File: src/rtl/irq_ctrl.sv
// Six-source programmable priority interrupt controller on the device bus.
// Requests are pended (edge or level), masked, priority-gated by in-service state and driven onto HWInt[7:2].
module irq_ctrl #(
  parameter int          NSRC      = 6,
  parameter logic [31:0] BASE_ADDR = 32'h00007F20
) (
  input  logic            clk,
  input  logic            reset_n,
  input  logic [31:0]     dev_addr,
  input  logic [31:0]     dev_wd,
  input  logic            we,
  input  logic            re,
  output logic [31:0]     rd,
  input  logic [NSRC-1:0] irq_in,
  output logic [NSRC-1:0] hw_int
);

  logic [NSRC-1:0] mask, mode, pend, isr, irq_q;
  logic [NSRC-1:0] prio_ok, eligible, edge_set, w1c, ack_vec, eoi_vec, pend_next;
  logic [2:0]      idx;
  logic            valid, hit, ack, eoi;
  logic [1:0]      offset;
  logic            unused_bits;

  assign unused_bits = ^{dev_addr[1:0], dev_wd[31:NSRC]};

  assign hit    = (dev_addr[31:4] == BASE_ADDR[31:4]);
  assign offset = dev_addr[3:2];

  // A source may be serviced only if no isr bit at or above its priority is set.
  always_comb begin
    logic seen;
    seen    = 1'b0;
    prio_ok = '0;
    for (int i = 0; i < NSRC; i++) begin
      seen       = seen | isr[i];
      prio_ok[i] = ~seen;
    end
  end

  assign eligible = pend & mask & prio_ok;
  assign valid    = |eligible;

  always_comb begin
    idx = 3'd0;
    for (int i = NSRC - 1; i >= 0; i--) begin
      if (eligible[i]) idx = 3'(i);
    end
  end

  assign edge_set = irq_in & ~irq_q;
  assign ack      = hit & re & (offset == 2'd3) & valid;
  assign eoi      = hit & we & (offset == 2'd3);
  assign w1c      = (hit & we & (offset == 2'd1)) ? dev_wd[NSRC-1:0] : '0;
  assign ack_vec  = ack ? (NSRC'(1) << idx) : '0;
  assign eoi_vec  = eoi ? (isr & (~isr + NSRC'(1))) : '0;

  // A new edge wins over a same-cycle W1C or acknowledge; level sources just follow the pin.
  always_comb begin
    pend_next = '0;
    for (int i = 0; i < NSRC; i++) begin
      if (mode[i]) pend_next[i] = edge_set[i] | (pend[i] & ~w1c[i] & ~ack_vec[i]);
      else         pend_next[i] = irq_in[i];
    end
  end

  always_ff @(posedge clk or negedge reset_n) begin
    if (!reset_n) begin
      mask   <= '0;
      mode   <= '0;
      pend   <= '0;
      isr    <= '0;
      irq_q  <= '0;
      hw_int <= '0;
    end else begin
      irq_q  <= irq_in;
      pend   <= pend_next;
      isr    <= (isr | ack_vec) & ~eoi_vec;
      hw_int <= eligible;
      if (hit && we && offset == 2'd0) mask <= dev_wd[NSRC-1:0];
      if (hit && we && offset == 2'd2) mode <= dev_wd[NSRC-1:0];
    end
  end

  always_comb begin
    rd = 32'h0;
    if (hit) begin
      unique case (offset)
        2'd0: rd = {{(32-NSRC){1'b0}}, mask};
        2'd1: rd = {{(32-NSRC){1'b0}}, pend};
        2'd2: rd = {{(32-NSRC){1'b0}}, mode};
        2'd3: rd = valid ? {1'b1, 28'b0, idx} : 32'h0;
        default: rd = 32'h0;
      endcase
    end
  end

endmodule

File: config.mk
export PLATFORM = sky130hd
export DESIGN_NAME = irq_ctrl
export DESIGN_NICKNAME = d
export VERILOG_FILES = /design/src/rtl/irq_ctrl.sv
export SDC_FILE = /design/constraint.sdc
export NUM_CORES = 1
export LEC_CHECK = 0
export CORE_MARGIN = 1.5
export CORE_UTILIZATION = 42
export DETAILED_ROUTE_END_ITERATION = 10
export PLACE_DENSITY_LB_ADDON = 0.05
export SLEW_MARGIN = 40
export SYNTH_ARGS = -nofsm -noshare
export SYNTH_HDL_FRONTEND = slang
export SYNTH_SLANG_ARGS = --single-unit
File: constraint.sdc
create_clock -name clk -period 4.7 [get_ports clk]
set_clock_uncertainty 0.2 [all_clocks]
set_input_delay 0.705 -clock clk [delete_from_list [all_inputs] [get_ports clk]]
set_output_delay 0.705 -clock clk [all_outputs]
set_load 0.01 [all_outputs]
# Word-level counts from Yosys, hierarchy flattened
# Index checks and enable logic that the tools add are counted.
[classes]
n_addsub = 1
n_eq_ne = 4
shifts = 1
n_mux = 18
bitwise = 56
reduce_logical = 5
[ops]
columns = ["cell", "n"]
rows = [
  ["32-bit case mux with 4 select lines", 1],
  ["32-bit 2-to-1 mux", 2],
  ["6-bit bitwise AND", 5],
  ["28-bit by 11-bit equality test with 1-bit output (second input constant)", 1],
  ["1-bit bitwise AND", 18],
  ["3-bit 2-to-1 mux", 6],
  ["6-bit 2-to-1 mux", 3],
  ["1-bit NOT", 18],
  ["6-bit NOT", 3],
  ["1-bit bitwise OR", 11],
  ["6-bit by 1-bit adder with 6-bit output (second input constant)", 1],
  ["1-bit 2-to-1 mux", 6],
  ["6-bit bitwise OR", 1],
  ["6-bit OR reduction", 1],
  ["1-bit by 3-bit left shift with 6-bit output (first input constant)", 1],
  ["2-bit equality test (second input constant)", 2],
  ["1-bit logical AND", 3],
  ["2-bit by 1-bit equality test with 1-bit output (second input constant)", 1],
  ["2-bit zero test", 1],
]
[totals]
register_bits = 36
input_bits = 74
output_inout_bits = 38
elab_cells = 91

# Longest topological paths before layout
# Gate-level depths: netlist of run 1.
[logic_depth]
ltp_word = 19
depth_mapped = 7
depth_no_buf = 6

# Least setup slack after synthesis of run 1
# Ideal clock, no wire load.
[synth_timing]
path_type = "register to output"
start = "reg isr[0]"
end = "out rd[0]"
arrival_time_ps = 2185
t_required_ps = 3795
setup_slack_ps = 1610
path_stages_with_launch = 7
n_path_buf = 1
cell_sequence = "dfrtp_1 > or4_1 > buf_2 > or4b_4 > a21oi_4 > a32oi_1 > nor3_1"
[synth_between]
elab_chain_len = 16
word_cells_on_any_way = 22
cone_classes = "9 x mux; 12 x bitwise; 1 x reduce/logical"
[synth_lines]
columns = ["element", "line_no", "rtl"]
rows = [
  ["from (decl)", "18", "logic [NSRC-1:0] mask, mode, pend, isr, irq_q;"],
  ["from (signal assigned)", "78", "isr <= (isr | ack_vec) & ~eoi_vec;"],
  ["1-bit bitwise OR (5 in a row)", "36", "seen = seen | isr[i];"],
  ["1-bit NOT", "37", "prio_ok[i] = ~seen;"],
  ["6-bit bitwise AND *", "41", "assign eligible = pend & mask & prio_ok;"],
  ["3-bit 2-to-1 mux (6 in a row)", "47", "if (eligible[i]) idx = 3'(i);"],
  ["32-bit 2-to-1 mux *", "92", "2'd3: rd = valid ? {1'b1, 28'b0, idx} : 32'h0;"],
  ["32-bit case mux with 4 select lines *", "88", "unique case (offset)"],
  ["32-bit 2-to-1 mux *", "87", "if (hit) begin"],
  ["to (decl)", "13", "output logic [31:0] rd,"],
]
# Every way passes the cells marked *; elsewhere a longest branch is shown, timed or not.

# Final worst setup path of run 1
# Same ends and word-level chain as after synthesis.

==> results of run 1 <==
final cells by class:
cell class	instances	share of cell area (%)
Inverter	2	0.281
Timing Repair Buffer	63	23.1
Sequential cell	36	33.7
Clock buffer	6	2.71
Clock inverter	1	0.187
Multi-Input combinational cell	146	36.9
Tap cell	67	3.14
power groups by stage:
stage / sequential (uW) / combinational [uW] / clock (uW)
3_3_place_gp: 324 / 75.7 / 0
4_1_cts: 318 / 76.5 / 210
5_1_grt: 318 / 83.8 / 225
6_report: 318 / 75.8 / 205
3_5_place_dp: 324 / 76.4 / 0
2_1_floorplan: 323 / 40.7 / 0
cells by family (layout without fill, tap and decap cells):
kind of cell / Yosys count / count (layout) / synth area share, %
muxes: 17 / 17 / 10.3
other: 1 / 25 / 0.183
DFF: 36 / 36 / 44.0
AOI/OAI and AO/OA: 34 / 34 / 13.1
buffers and inverters: 36 / 72 / 12.3
and+or+nand+nor: 70 / 70 / 20.2
cells in the mapped netlist (2+ instances only):
library cell	instances	share of area [%]
sky130_fd_sc_hd__dfrtp_1	36	44
sky130_fd_sc_hd__buf_4	25	9.2
sky130_fd_sc_hd__nor2_1	14	2.6
sky130_fd_sc_hd__nand2_1	13	2.4
sky130_fd_sc_hd__mux2_2	12	6.6
sky130_fd_sc_hd__nand4_1	7	2.1
sky130_fd_sc_hd__nand3_1	6	1.5
sky130_fd_sc_hd__a41o_1	5	2.4
sky130_fd_sc_hd__a21boi_0	4	1.5
sky130_fd_sc_hd__clkbuf_1	4	0.73
sky130_fd_sc_hd__nor3_1	4	0.98
sky130_fd_sc_hd__nor4_1	4	1.2
sky130_fd_sc_hd__o31ai_1	4	1.5
sky130_fd_sc_hd__a21oi_1	3	0.73
sky130_fd_sc_hd__and2_1	3	0.92
sky130_fd_sc_hd__mux2i_1	3	1.5
sky130_fd_sc_hd__o21ai_1	3	0.73
sky130_fd_sc_hd__a211o_1	2	0.86
sky130_fd_sc_hd__a31oi_1	2	0.61
sky130_fd_sc_hd__and4b_1	2	0.98
sky130_fd_sc_hd__inv_1	2	0.37
sky130_fd_sc_hd__mux4_2	2	2.2
sky130_fd_sc_hd__nand2b_1	2	0.61
sky130_fd_sc_hd__nand3b_1	2	0.73
sky130_fd_sc_hd__nor4bb_1	2	0.98
sky130_fd_sc_hd__o21ai_0	2	0.49
sky130_fd_sc_hd__or3_1	2	0.61
sequential cells by signal (all words and copies together), names as in the netlist:
signal  flops
pend        6
irq_q       6
mode        6
mask        6
hw_int      6
isr         6
critical path, stage by stage (launching register included):
cell and delay, ps:
sky130_fd_sc_hd__dfrtp_1 460, sky130_fd_sc_hd__or4_1 660, sky130_fd_sc_hd__or4b_4 570, sky130_fd_sc_hd__a21oi_4 210, sky130_fd_sc_hd__a32oi_1 130, sky130_fd_sc_hd__nor3_1 170
sky130_fd_sc_hd__clkdlybuf4s50_1 580
metal layers:
layer,vias to the layer above,wire length [um],part of all wire (%),global-route usage (%)
met4,0,48,1.0,5.03
li1,783,-,-,-
met5,-,0,0,0
met3,5,321,6.8,5.39
met2,86,2190,47,30.1
met1,808,2130,45,27.5
worst min path at each step:
| stage | endpoint | slack [ps] | from | depth (start not counted) |
|---|---|---|---|---|
| 2_1_floorplan | hw_int[0] | 210 | reset_n | 0 |
| 3_3_place_gp | isr[5] | 280 | isr[5] | 2 |
| 3_5_place_dp | isr[5] | 270 | isr[5] | 2 |
| 4_1_cts | pend[4] | 320 | irq_q[4] | 3 |
| 5_1_grt | isr[5] | 350 | isr[5] | 2 |
| 6_report | pend[4] | 310 | irq_q[4] | 3 |
through the flow:
step | utilization [%] | std cells | power (uW)
3_5_place_dp | 55.0 | 314 | 400
4_1_cts | 56.6 | 321 | 604
6_report | 56.6 | 321 | 599
3_3_place_gp | 55.0 | 314 | 399
5_1_grt | 56.6 | 321 | 627
2_1_floorplan | - | 218 | 364
==> summary.md, run 1 <==
Setup path
- largest fanout on the critical path: 8
- flop2flop setup slack: 1880 ps
- arrival time at the worst endpoint: 3070 ps
- kind of critical path: flop to output port
- capturing element type of the critical path: output port
- CP Launch Type: flop
- FF-to-FF End: pend[4]
- reg-to-reg critical path startpoint: isr[0]
- Critical Path RT: 3800 ps
- capture point of the worst path: rd[0]
- worst reg-to-reg path cell count: 5
- first element of the critical path: isr[0]

Finish
- Layout area overhead: 30.5%
- commonest cells after routing, fill and taps aside: 58 x sky130_fd_sc_hd__clkdlybuf4s50_1, 36 x sky130_fd_sc_hd__dfrtp_1, 25 x sky130_fd_sc_hd__conb_1
- Inserted Diodes: 0
- fill cell total of the finished layout: 429
- leading cell type in the layout, fill and taps excluded: sky130_fd_sc_hd__clkdlybuf4s50_1
- total number of nets in the final design: 328
- multi-input logic area: 986 um2
- share of post-route cells with drive strength above 1: 13.4%
- Final Instance Area: 2670 um2
- Register Area: 901 um2

GRT
- GRT Total Usage: 19.6%
- GRT overflow: 0
- largest net degree at the start of global routing: 37
- global-route wire length before repair: 7.87 mm
- number of antenna violations at the first check in global routing: 0
- via count of the first global-routing pass: 1630

Synth
- Cell Area, Synth: 2050 um2
- Top FF cell, synth: sky130_fd_sc_hd__dfrtp_1
- number of flip-flops and latches in the synthesized netlist: 36
- library cells used by synthesis: 51
- Post-synth EDFFs: 0
- share of flip-flops with an asynchronous set or reset after synthesis: 100%
- sequential share of the synthesized area: 44.0%
- Syn Inst Count: 194
- Yosys warning total: 0
- Post-Synthesis Mean Instance Area: 10.6 um2

Detailed routing
- Antenna Nets Post-Route: 0
- per-cell routed wire length: 14.6 um
- drt via density: 5.24
- detailed-route DRC error count: 0
- number of vias after detailed routing: 1682
- count of TritonRoute iterations in the first routing pass: 4
- WL final: 4.69 mm
- number of design-rule violations left by the first detailed-router iteration: 133

Pwr
- proportion of power drawn by combinational gates: 12.7%
- total net switching power: 141 uW
- fraction of power spent switching nets: 23.5%
- Internal Pwr Total: 458 uW
- part of the total power dissipated in sequential elements: 53.1%
- Cell Pwr Density: 224 nW/um2
- maximum vdd drop: 0.000106 V
- Clock Power Share: 34.3%
- leakage power figure: 0.00119 uW

Die
- Core Region: 4720 um2
- Core Rows: 25
- vertical die dimension: 72.8 um
- die span in x: 72.8 um
- area enclosed by the die boundary: 5300 um2
- Initial Utilization: 43.4%
- count of boundary I/O pins: 112

Clock network
- hold-fix buffers at CTS: 0
- maximum buffer depth of the clock tree: 2
- number of buffers added for setup after CTS: 0
- clock tree from TritonCTS: built
- CTS resizes: 0
- sink count of the clock tree: 36
- total clock buffers created by CTS: 5
- clock edge transition at the registers on the reported setup and hold paths: 70 ps
- clock insertion delay at the later pin of the skew report: 290 ps
- Max H-tree Level: 2
- root cell of the clock tree: sky130_fd_sc_hd__clkbuf_8

STA
- share of the clock period used by the worst path: 84.6%
- slew at the pin with the worst max-slew slack: 651 ps
- total count of hold-check failures in the final report: 0
- Worst Slack Setup Final: 723 ps
- final worst path period need: 3980 ps
- RSZ-0062 raised after global routing: false
- number of pins exceeding their max-slew limit in the final report: 0
- Worst slew margin: 56.4%
- upper clock frequency limit: 251 MHz
- total setup violations reported at the end of the flow: 0
- Worst Hold Margin: 311 ps
- Setup TNS Final: 0 ps

Worst hold path
- kind of path behind the tightest hold check: flop to flop

Placement
- Buffers on Ports: 58
- Worst Setup Slack post-DPL: 939 ps
- hpwl dp: 3.55 mm
- cell area after placement: 2600 um2
- gp weighted congestion: 0.847

Job
- reported max-cap violation count: 0

Outcome
- status: complete, no violations

No activity file was read; power rests on OpenSTA's default activity.
==> run 2: changes to the inputs <==
--- a/config.mk
+++ b/config.mk
@@ -6,7 +6,7 @@
 export NUM_CORES = 1
 export LEC_CHECK = 0
 export CORE_MARGIN = 1.5
-export CORE_UTILIZATION = 42
+export CORE_UTILIZATION = 39
 export DETAILED_ROUTE_END_ITERATION = 10
 export PLACE_DENSITY_LB_ADDON = 0.05
 export SLEW_MARGIN = 40
==> constraint.sdc (replaced) <==
create_clock -name clk -period 4 [get_ports clk]
set_clock_uncertainty 0.2 [all_clocks]
set_input_delay 0.6 -clock clk [delete_from_list [all_inputs] [get_ports clk]]
set_output_delay 0.6 -clock clk [all_outputs]
set_load 0.01 [all_outputs]
==> run 2 against run 1 <==
Compared with the run above: via count decreased by 1.7%; hold slack got worse by 10 ps; non-clock buffer count increased by 2; combinational power increased by 18%; routed wire length increased by 2.2%; sequential cell count unchanged; register-to-register slack got worse by 590 ps; highest routed layer unchanged; count of clock-buffer cells in the layout unchanged.
==> summary.md, run 2 (synthesized netlist as in run 1, its figures left out) <==
Setup path
- capturing element type of the critical path: output port
- Critical Path RT: 3200 ps
- cell-by-cell trace of the critical path: or4_4, or4b_4, a21oi_4, a32oi_1, nor3_1, clkdlybuf4s50_1
- arrival time at the worst endpoint: 3010 ps
- kind of critical path: flop to output port
- worst stage delay on the critical path: 610 ps
- FF-to-FF End: pend[4]
- reg-to-reg critical path startpoint: isr[0]
- first element of the critical path: isr[0]
- CP Launch Type: flop
- largest fanout on the critical path: 8
- Critical Path Slowest Stage Cell: sky130_fd_sc_hd__or4_4
- capture point of the worst path: rd[0]
- flop2flop setup slack: 1290 ps
- worst reg-to-reg path cell count: 5

STA
- final worst path period need: 3810 ps
- number of pins exceeding their max-slew limit in the final report: 0
- upper clock frequency limit: 262 MHz
- Setup TNS Final: 0 ps
- total count of hold-check failures in the final report: 0
- RSZ-0062 raised after global routing: false
- share of the clock period used by the worst path: 95.3%
- Worst slew margin: 61.5%
- total setup violations reported at the end of the flow: 0
- slew at the pin with the worst max-slew slack: 576 ps

GRT
- met1 usage: 25.7%
- via count of the first global-routing pass: 1690
- GRT overflow: 0
- largest net degree at the start of global routing: 37
- global-route wire length before repair: 8.10 mm
- number of antenna violations at the first check in global routing: 0
- GRT Total Usage: 19.3%
- Most Crowded Layer GR: met2
- Global Route met3 Usage: 3.44%
- GR Layer Usage met2: 31.3%

Finish
- total number of nets in the final design: 330
- commonest cells after routing, fill and taps aside: 58 x sky130_fd_sc_hd__clkdlybuf4s50_1, 36 x sky130_fd_sc_hd__dfrtp_1, 25 x sky130_fd_sc_hd__conb_1
- non-filler instance count after layout: 326
- Inserted Diodes: 0
- Register Area: 901 um2
- Layout area overhead: 31.6%
- share of post-route cells with drive strength above 1: 14.5%
- multi-input logic area: 990 um2
- final standard cell utilization of the core: 53.1%
- fill cell total of the finished layout: 477
- leading cell type in the layout, fill and taps excluded: sky130_fd_sc_hd__clkdlybuf4s50_1

Detailed routing
- WL final: 4.79 mm
- detailed-route DRC error count: 0
- Antenna Nets Post-Route: 0
- number of vias after detailed routing: 1654
- per-cell routed wire length: 14.7 um
- number of design-rule violations left by the first detailed-router iteration: 120
- drt via density: 5.07
- count of TritonRoute iterations in the first routing pass: 4

Clock network
- hold-fix buffers at CTS: 0
- number of buffers added for setup after CTS: 0
- total clock buffers created by CTS: 5
- sink count of the clock tree: 36
- clock insertion delay at the later pin of the skew report: 290 ps
- root cell of the clock tree: sky130_fd_sc_hd__clkbuf_8
- clock tree from TritonCTS: built
- maximum buffer depth of the clock tree: 2
- clock edge transition at the registers on the reported setup and hold paths: 70 ps
- CTS resizes: 0
- Max H-tree Level: 2

Placement
- Buffers on Ports: 58
- dpl cells: 319
- gp weighted congestion: 0.850
- hpwl dp: 3.71 mm

Pwr
- maximum vdd drop: 0.0000990 V
- leakage power figure: 0.00120 uW
- Cell Pwr Density: 262 nW/um2

Job
- reported max-cap violation count: 0

Die
- Core Region: 5070 um2
- die span in x: 75.5 um
- count of boundary I/O pins: 112
- vertical die dimension: 75.5 um
- Initial Utilization: 40.4%
- area enclosed by the die boundary: 5700 um2
- Core Rows: 26

Worst hold path
- kind of path behind the tightest hold check: flop to flop

Outcome
- status: complete, no violations

[run 2: cell count changes in the layout (fill, tap and decap cells not counted)]
cell / before / now
sky130_fd_sc_hd__buf_4: 5 / 7
sky130_fd_sc_hd__or4_1: 1 / 0
sky130_fd_sc_hd__or4_4: 0 / 1
[run 2: routing by layer]
| metal | vias to the layer above | wire [um] |
|---|---|---|
| met4 | 0 | 74 |
| met3 | 7 | 238 |
| met5 | - | 0 |
| met1 | 796 | 2160 |
| li1 | 793 | - |
| met2 | 58 | 2320 |
[run 2: worst max-delay path, delay by kind of cell, from the launching register on]
family                 cells  cell delay (ps)
AND/OR/NAND/NOR            3             1350
buffers and inverters      1              580
flip-flops                 1              460
AO/OA/AOI/OAI              2              350
[run 2: cell type report]
type	instances	area share [%]
inverters	2	0.278
well taps	70	3.25
multi-input cells	146	36.7
clock inverters	1	0.186
repair buffers	65	23.5
flip-flops and latches	36	33.4
clock buffers	6	2.69
[run 2: worst min-delay path by stage]
stage	from	end	slack, ps	depth (start not counted)
floorplan	reset_n	hw_int[0]	100	0
global placement	isr[5]	isr[5]	280	2
detailed placement	isr[5]	isr[5]	290	2
CTS	isr[5]	isr[5]	310	2
global route	irq_q[4]	pend[4]	350	3
finish	isr[5]	isr[5]	300	2
[run 2: through the flow]
stage	instance area, um2	setup WS [ps]	power, uW	hold WS [ps]
floorplan	2140	1010	427	104
global placement	2620	421	470	276
detailed placement	2620	427	471	288
CTS	2690	84.7	715	306
global route	2700	64.1	739	346
finish	2700	187	706	301
[run 2: where the power goes]
| group | internal [uW] | leakage (uW) | switching (uW) |
|---|---|---|---|
| Combinational | 50.6 | 0.000684 | 38.8 |
| Sequential | 370 | 0.000475 | 3.62 |
| Clock | 118 | 0.0000410 | 125 |
